===== src/rtl/toy_bus_resp_node.sv =====
// Toy-bus target responder: runs each request against an SRAM-style port and queues one ack.
// Optional define TOY_BUS_RESP_TGT_CHK_EN rejects requests whose tgt_id differs from NODE_ID.
module toy_bus_resp_node #(
    parameter logic [3:0]  NODE_ID   = 4'd1,
    parameter int unsigned ACK_DEPTH = 2
) (
    input  logic         clk,
    input  logic         rst,
    input  logic         in_req_vld,
    output logic         in_req_rdy,
    input  logic [31:0]  in_req_addr,
    input  logic [31:0]  in_req_strb,
    input  logic [255:0] in_req_data,
    input  logic         in_req_opcode,
    input  logic [3:0]   in_req_src_id,
    input  logic [3:0]   in_req_tgt_id,
    input  logic [31:0]  in_req_sideband,
    output logic         out_ack_vld,
    input  logic         out_ack_rdy,
    output logic         out_ack_opcode,
    output logic [255:0] out_ack_data,
    output logic [31:0]  out_ack_sideband,
    output logic [3:0]   out_ack_src_id,
    output logic [3:0]   out_ack_tgt_id,
    output logic         mem_vld,
    input  logic         mem_gnt,
    output logic         mem_we,
    output logic [26:0]  mem_addr,
    output logic [31:0]  mem_wstrb,
    output logic [255:0] mem_wdata,
    input  logic [255:0] mem_rdata
);

    localparam int unsigned PtrW = $clog2(ACK_DEPTH);
    localparam int unsigned CntW = PtrW + 1;
    localparam logic [CntW-1:0] FullCnt = CntW'(ACK_DEPTH);

`ifdef TOY_BUS_RESP_TGT_CHK_EN
    typedef enum logic [1:0] {StIdle, StMem, StRdw, StErr} state_e;
`else
    typedef enum logic [1:0] {StIdle, StMem, StRdw} state_e;
`endif

    state_e state_q, state_d;

    logic         req_op_q;
    logic [26:0]  req_addr_q;
    logic [31:0]  req_strb_q;
    logic [255:0] req_data_q;
    logic [3:0]   req_src_q;
    logic [31:0]  req_sb_q;

    logic         accept;
    logic         fifo_full;
    logic         fifo_empty;
    logic         push;
    logic         pop;
    logic         push_op;
    logic [255:0] push_data;
    logic [31:0]  push_sb;

    logic [PtrW-1:0] wr_ptr_q;
    logic [PtrW-1:0] rd_ptr_q;
    logic [CntW-1:0] cnt_q, cnt_d;

    logic         ack_op_q   [ACK_DEPTH];
    logic [255:0] ack_data_q [ACK_DEPTH];
    logic [31:0]  ack_sb_q   [ACK_DEPTH];
    logic [3:0]   ack_tgt_q  [ACK_DEPTH];

    // Low address bits select bytes within the word and are carried by strb instead.
    logic unused_in;
`ifdef TOY_BUS_RESP_TGT_CHK_EN
    assign unused_in = ^in_req_addr[4:0];
`else
    assign unused_in = ^{in_req_addr[4:0], in_req_tgt_id};
`endif

    assign fifo_full  = (cnt_q == FullCnt);
    assign fifo_empty = (cnt_q == '0);
    assign accept     = in_req_vld & in_req_rdy;
    assign pop        = out_ack_vld & out_ack_rdy;

    always_ff @(posedge clk or posedge rst) begin
        if (rst) begin
            state_q <= StIdle;
        end else begin
            state_q <= state_d;
        end
    end

    always_comb begin
        state_d = state_q;
        case (state_q)
            StIdle: begin
                if (accept) begin
`ifdef TOY_BUS_RESP_TGT_CHK_EN
                    state_d = (in_req_tgt_id != NODE_ID) ? StErr : StMem;
`else
                    state_d = StMem;
`endif
                end
            end
            StMem: begin
                if (mem_gnt) begin
                    state_d = req_op_q ? StIdle : StRdw;
                end
            end
            StRdw: state_d = StIdle;
`ifdef TOY_BUS_RESP_TGT_CHK_EN
            StErr: state_d = StIdle;
`endif
            default: state_d = StIdle;
        endcase
    end

    always_comb begin
        in_req_rdy = ~rst & (state_q == StIdle) & ~fifo_full;
        mem_vld    = (state_q == StMem);
        push       = 1'b0;
        push_op    = req_op_q;
        push_data  = '0;
        push_sb    = req_sb_q;
        case (state_q)
            StMem: push = mem_gnt & req_op_q;
            StRdw: begin
                push      = 1'b1;
                push_data = mem_rdata;
            end
`ifdef TOY_BUS_RESP_TGT_CHK_EN
            StErr: begin
                push    = 1'b1;
                push_sb = req_sb_q | 32'h8000_0000;
            end
`endif
            default: ;
        endcase
    end

    // Memory controls come straight from the capture registers so they stay stable until grant.
    always_ff @(posedge clk or posedge rst) begin
        if (rst) begin
            req_op_q   <= 1'b0;
            req_addr_q <= '0;
            req_strb_q <= '0;
            req_data_q <= '0;
            req_src_q  <= '0;
            req_sb_q   <= '0;
        end else if (accept) begin
            req_op_q   <= in_req_opcode;
            req_addr_q <= in_req_addr[31:5];
            req_strb_q <= in_req_strb;
            req_data_q <= in_req_data;
            req_src_q  <= in_req_src_id;
            req_sb_q   <= in_req_sideband;
        end
    end

    assign mem_we    = req_op_q;
    assign mem_addr  = req_addr_q;
    assign mem_wstrb = req_strb_q;
    assign mem_wdata = req_data_q;

    always_comb begin
        cnt_d = cnt_q;
        case ({push, pop})
            2'b10:   cnt_d = cnt_q + CntW'(1);
            2'b01:   cnt_d = cnt_q - CntW'(1);
            default: cnt_d = cnt_q;
        endcase
    end

    always_ff @(posedge clk or posedge rst) begin
        if (rst) begin
            wr_ptr_q <= '0;
            rd_ptr_q <= '0;
            cnt_q    <= '0;
            for (int i = 0; i < ACK_DEPTH; i++) begin
                ack_op_q[i]   <= 1'b0;
                ack_data_q[i] <= '0;
                ack_sb_q[i]   <= '0;
                ack_tgt_q[i]  <= '0;
            end
        end else begin
            if (push) begin
                ack_op_q[wr_ptr_q]   <= push_op;
                ack_data_q[wr_ptr_q] <= push_data;
                ack_sb_q[wr_ptr_q]   <= push_sb;
                ack_tgt_q[wr_ptr_q]  <= req_src_q;
                wr_ptr_q             <= wr_ptr_q + PtrW'(1);
            end
            if (pop) begin
                rd_ptr_q <= rd_ptr_q + PtrW'(1);
            end
            cnt_q <= cnt_d;
        end
    end

    assign out_ack_vld      = ~fifo_empty;
    assign out_ack_opcode   = ack_op_q[rd_ptr_q];
    assign out_ack_data     = ack_data_q[rd_ptr_q];
    assign out_ack_sideband = ack_sb_q[rd_ptr_q];
    assign out_ack_tgt_id   = ack_tgt_q[rd_ptr_q];
    assign out_ack_src_id   = fifo_empty ? 4'd0 : NODE_ID;

endmodule


===== config.mk =====
export PLATFORM = sky130hd
export DESIGN_NAME = toy_bus_resp_node
export DESIGN_NICKNAME = d
export VERILOG_FILES = /design/src/rtl/toy_bus_resp_node.sv
export SDC_FILE = /design/constraint.sdc
export NUM_CORES = 2
export LEC_CHECK = 0
export BUFFER_PORTS_ARGS = -buffer_cell sky130_fd_sc_hd__buf_2
export CORE_AREA = 2 2 481 483
export DETAILED_ROUTE_END_ITERATION = 8
export DIE_AREA = 0 0 483 485
export GPL_ROUTABILITY_DRIVEN = 0
export GPL_TIMING_DRIVEN = 1
export PLACE_DENSITY_LB_ADDON = 0.25
export SYNTH_ARGS = -nofsm -noshare
export SYNTH_HDL_FRONTEND = slang
export SYNTH_SLANG_ARGS = --single-unit
export TNS_END_PERCENT = 50

===== constraint.sdc =====
create_clock -name clk -period 57.9 [get_ports clk]
set_clock_uncertainty 0.05 [all_clocks]
set_input_delay 2.895 -clock clk [delete_from_list [all_inputs] [get_ports clk]]
set_output_delay 2.895 -clock clk [all_outputs]
set_load 0.02 [all_outputs]

# [Word-level counts from Yosys, hierarchy flattened]
# Index checks and enable logic that the tools add are counted.
# W data, S select, Z words.
[totals] register_bits=944 input_bits=622 output_inout_bits=616 elab_cells=79
[op_classes] addsub=4 magnitude_cmp=3 eq_ne=7 n_mux=32 bitwise_logic=10 reduce_logical=5
[ops] operator="$mux W256" count=5
[ops] operator="$bwmux W512" count=1
[ops] operator="$demux W256 S1" count=1
[ops] operator="$mux W32" count=4
[ops] operator="$bwmux W64" count=1
[ops] operator="$demux W32 S1" count=1
[ops] operator="$mux W4" count=4
[ops] operator="$bwmux W8" count=1
[ops] operator="$pmux W2 S2" count=2
[ops] operator="$eq A2 B2 Y1 const B" count=3
[ops] operator="$mux W2" count=3
[ops] operator="$and A1 B1 Y1" count=5
[ops] operator="$mux W1" count=5
[ops] operator="$demux W4 S1" count=1
[ops] operator="$eq A2 B1 Y1 const B" count=2
[ops] operator="$ge A2 B2 Y1 const B" count=2
[ops] operator="$logic_not A2 Y1" count=2
[ops] operator="$not A1 Y2" count=2
[ops] operator="$not A1 Y1" count=3
[ops] operator="$add A1 B1 Y1 const B" count=2
[ops] operator="$add A2 B1 Y2 const B" count=1
[ops] operator="$bwmux W2" count=1
[ops] operator="$lt A2 B1 Y1 const B" count=1
[ops] operator="$ne A2 B1 Y1 const B" count=1
[ops] operator="other kinds (7)" count=7

# [Depth between registers and ports, before layout]
[logic_depth] depth_word=6 mapped_depth=9 mapped_depth_nobuf=8

# [Least setup slack after synthesis]
# OpenSTA, ideal clock, no wires.
[synth_path] path_kind="input -> output" from="input rst" to="output in_req_rdy" t_arrival_ns=3.422 required_ns=54.955 slack_ns=51.533 stages=1 n_path_buf=0 cell_sequence="nor3b_1"
[synth_between] elab_chain_len=3
[synth_lines] element="start, declared" line="8" text="input logic rst,"
[synth_lines] element="$not A1 Y1" line="118" text="in_req_rdy = ~rst & (state_q == StIdle) & ~fifo_full;"
[synth_lines] element="$and A1 B1 Y1 (2 in a row)" line="118"
[synth_lines] element="end, declared" line="10" text="output logic in_req_rdy,"
# No other way between the ends.

# [Final worst setup path]
[layout_path] from="register rd_ptr_q" to="output out_ack_sideband[22]"
[layout_between] elab_chain_len=4
[layout_lines] element="start, declared" line="63" text="logic [PtrW-1:0] rd_ptr_q;"
[layout_lines] element="start signal, assigned" line="193" text="rd_ptr_q <= rd_ptr_q + PtrW'(1);"
[layout_lines] element="$not A1 Y2 (implied by the code)" line="202" text="assign out_ack_sideband = ack_sb_q[rd_ptr_q];"
[layout_lines] element="$mux W32 (implied by the code) (3 in a row)" line="202"
[layout_lines] element="end, declared" line="22" text="output logic [31:0] out_ack_sideband,"
# No other way between the ends. The select of a mux whose other input is x is not followed.

==> impl_results.md <==
* Worst-path clk slew at ~0.06 ns
* Distinct cell type count of the synthesized netlist at 30
* Worst setup margin at ~50 ns
* Placeable core area at 229,000 um^2
* Cell leakage power at 23.8 nW
* IR drop worst, VDD at approximately 0.000031 V
* Commonest non-fill, non-tap cell in the layout: sky130_fd_sc_hd__buf_2
* Synth Warn # at 0
* Average wire per cell in the routed design at roughly 25 um
* Maximum fanout along the worst path at 53
* Total track usage at 0.138
* Detail Route Antenna Nets at 0
* Number of placed I/O pins at 1,238
* Part of the total power dissipated in combinational logic at 0.439
* Proportion of power drawn by flip-flops and latches at 0.344
* Most frequent cells in the layout: sky130_fd_sc_hd__buf_2, sky130_fd_sc_hd__dfrtp_1, sky130_fd_sc_hd__a32o_1
* Startpoint of the lowest-slack hold path: cnt_q[1]$_DFFE_PP0P_
* Share of total power consumed by net switching at 0.411
* Resized Gates After CTS at 0
* Portion of the clock cycle consumed by the worst path in the final layout at 0.116
* CP Data Required Time at 54.96 ns
* DRC marker count from the first detailed-route iteration at 1,538
* Share of final-layout standard cells stronger than drive strength 1 at 0.513
* Cell count after placement at 6,509
* Layout Cells excl Fill at 6,746
* CTS tree: done
* Crit Reg-Reg Startpoint: state_q[0]$_DFFE_PP0P_
* Number of buffers on the longest clock path at 3
* Critical path startpoint category: flop
* Hold slack at 0.427 ns
* Total number of placement rows at between 150 and 200
* Cell chain of the critical path: buf_4, buf_4, mux2_2, buf_2
* Vias/cell at 4.20
* Number of endpoints failing setup at the final stage at 0
* Clock latency on the worst-skew pair at 0.73 ns
* Count of clock tree sinks at 944
* Port buffer count at 1,225
* Data arrival, critical path at ~3.7 ns
* Nature of the critical path endpoint: output port
* Clock period minus worst slack at 6.69 ns
* Half-perimeter wire length after detailed placement at 120,000 um
* WP buf/inv at 3
* Part of the Yosys area used for sequential elements at 0.614
* Psw at 1.39 mW
* Internal cell power at 1.99 mW
* Initial antenna violation count at ~120
* Crit. Startpoint: rd_ptr_q$_DFFE_PP0P_
* CP max stage cell: sky130_fd_sc_hd__dfrtp_4
* Relative contribution of the clock network to total power at 0.217
* Total vias in the final route at 28,305
* Delay contributed by the slowest stage of the critical path at 0.84 ns
* Result of the run: finished, final reports clean
* Post-synthesis sequential element count at around 940
* Startpoint-to-endpoint class of the critical path: flop to output port
* Post-synthesis cell area at between 30,000 and 40,000 um^2
* Count of maximum capacitance violations at 0
* Clk Tree Root Cell: sky130_fd_sc_hd__clkbuf_16
* Global-route wire length before repair at 236,000 um
* Placed Instance Area at between 40,000 and 50,000 um^2
* Unrepaired setup endpoints after global routing: false
* Max-slew headroom at 0.115
* Count of endpoints failing hold in the final timing report at 0
* Die area at 234,000 um^2
* Number of max-slew violations in the final report at 0
* CTS H-tree lvls at 3
* Cell class contributing the biggest share of worst-path delay: buffers and inverters
* Wire length after detailed routing at 168,000 um
* Via count of the first global-routing pass at 29,570
* Initial Utilization at 0.168
* Total power density per cell area at between 60 and 70 nW/um^2
* Worst-case setup slack after placement at ~51 ns
* Leftover overflow at the end of global routing at 0
* Synth Instances at 2,468
* Class of the tightest hold or removal check: flop to flop
* Cell with the most instances on the worst path: sky130_fd_sc_hd__buf_4
* Number of buffers inserted by hold repair at cts at 0
* Nets@finish at between 4,000 and 5,000
* Syn Area/Cell at 15.6 um^2
* Layout overhead on the synthesized area at 33.8%
* Measured slew at the worst slew-check pin at 1.33 ns
* Largest net degree at the start of global routing at 159
* Post-Layout Inst Area at a little over 50,000 um^2
* Number of iterations in the first detailed-routing pass at 5
* Die Wd at 483 um
* CTS Buf Count at ~110
* Max Freq at 0.149 GHz
* Final total negative setup slack at 0 ns
* Remaining DRCs at 0
* Post-CTS setup buffers at 0
* Die outline height at around 490 um
sequential cells by signal, indices dropped and copies added (netlist names), 2 cells and up:
signal and flops:
push_sb 32, ack_tgt_q 8, cnt_q 2, req_src_q 4
ack_op_q 2, ack_sb_q 64, state_q 2, mem_addr 27
ack_data_q 512, mem_wdata 256, mem_wstrb 32
worst paths after layout:
path	to	slack, ns	cells after the start
worst max-delay path	out_ack_sideband[22]	51.21	4
worst min-delay path	cnt_q[1]$_DFFE_PP0P_	0.43	1
worst max register to register	ack_data_q[387]$_DFFE_PP0P_	53.19	9
worst min register to register	cnt_q[1]$_DFFE_PP0P_	0.43	1
max in group asynchronous	ack_data_q[487]$_DFFE_PP0P_	51.78	6
min in group asynchronous	ack_data_q[22]$_DFFE_PP0P_	2.28	2
kinds of logic after synthesis:
logic type / Yosys count / share of synthesized area
DFF: 944 / 0.614
muxes: 719 / 0.211
AOI/OAI and AO/OA: 520 / 0.135
buffers and inverters: 258 / 0.0346
and+or+nand+nor: 16 / 0.00267
adders and majority gates: 5 / 0.00163
xor gates and xnor gates: 5 / 0.00114
other: 1 / 0.0000975
Yosys cell counts, drive strengths merged:
library cell	count	area share
nor3b	1	0.00020
and2	2	0.00033
nor2	1	0.000098
or2	1	0.00016
and3	1	0.00016
xnor2	3	0.00068
dfrtp	944	0.61
mux2	719	0.21
ha	5	0.0016
inv	3	0.00029
nand2	2	0.00020
xor2	2	0.00046
conb	1	0.000098
nand4bb	1	0.00029
a32o	512	0.13
o21ai	2	0.00036
nand3b	1	0.00020
buf	146	0.024
o211ai	5	0.0011
nor2b	4	0.00072
o21a	1	0.00020
clkbuf	109	0.011
nand2b	2	0.00033
power groups by stage:
stage / clock, mW / sequential (mW) / combinational (mW)
5_1_grt: 0.786 / 1.21 / 1.56
2_1_floorplan: 0 / 1.27 / 0.802
3_5_place_dp: 0 / 1.17 / 1.51
3_3_place_gp: 0 / 1.16 / 1.51
6_report: 0.731 / 1.16 / 1.48
4_1_cts: 0.760 / 1.16 / 1.52
stage by stage:
step,util,power (mW)
finish,0.225,3.37
global route,0.224,3.56
CTS,0.224,3.44
detailed placement,0.208,2.69
global placement,0.208,2.67
floorplan,-,2.07
worst reg2reg max path, cell delays in order, from the launching register on:
cell                      delay [ns]
sky130_fd_sc_hd__dfrtp_1        0.41
sky130_fd_sc_hd__inv_1          0.19
sky130_fd_sc_hd__ha_4           0.35
sky130_fd_sc_hd__nor2b_4        0.21
sky130_fd_sc_hd__buf_4          0.34
sky130_fd_sc_hd__o21ai_4        0.50
sky130_fd_sc_hd__buf_4          0.62
sky130_fd_sc_hd__buf_4          0.88
sky130_fd_sc_hd__buf_4          0.85
sky130_fd_sc_hd__a32o_1         0.28
cell type report:
| class | count | area, um^2 |
|---|---|---|
| Inverter | 3 | 18.8 |
| Multi-Input combinational cell | 1268 | 13600 |
| Tap cell | 3026 | 3790 |
| Sequential cell | 944 | 23600 |
| Timing Repair Buffer | 1268 | 6550 |
| Clock inverter | 40 | 554 |
| Fill cell | 24510 | 178000 |
| Clock buffer | 168 | 3240 |
| Antenna cell | 29 | 72.6 |
routing by layer:
| metal | track usage | wire length [um] | vias up |
|---|---|---|---|
| met5 | 0 | 637 | - |
| met4 | 0.0537 | 7070 | 102 |
| met3 | 0.0512 | 13500 | 363 |
| met2 | 0.236 | 82800 | 1201 |
| met1 | 0.157 | 63800 | 14696 |
| li1 | - | - | 11943 |
Note: power is estimated with default switching activity, not from simulation.
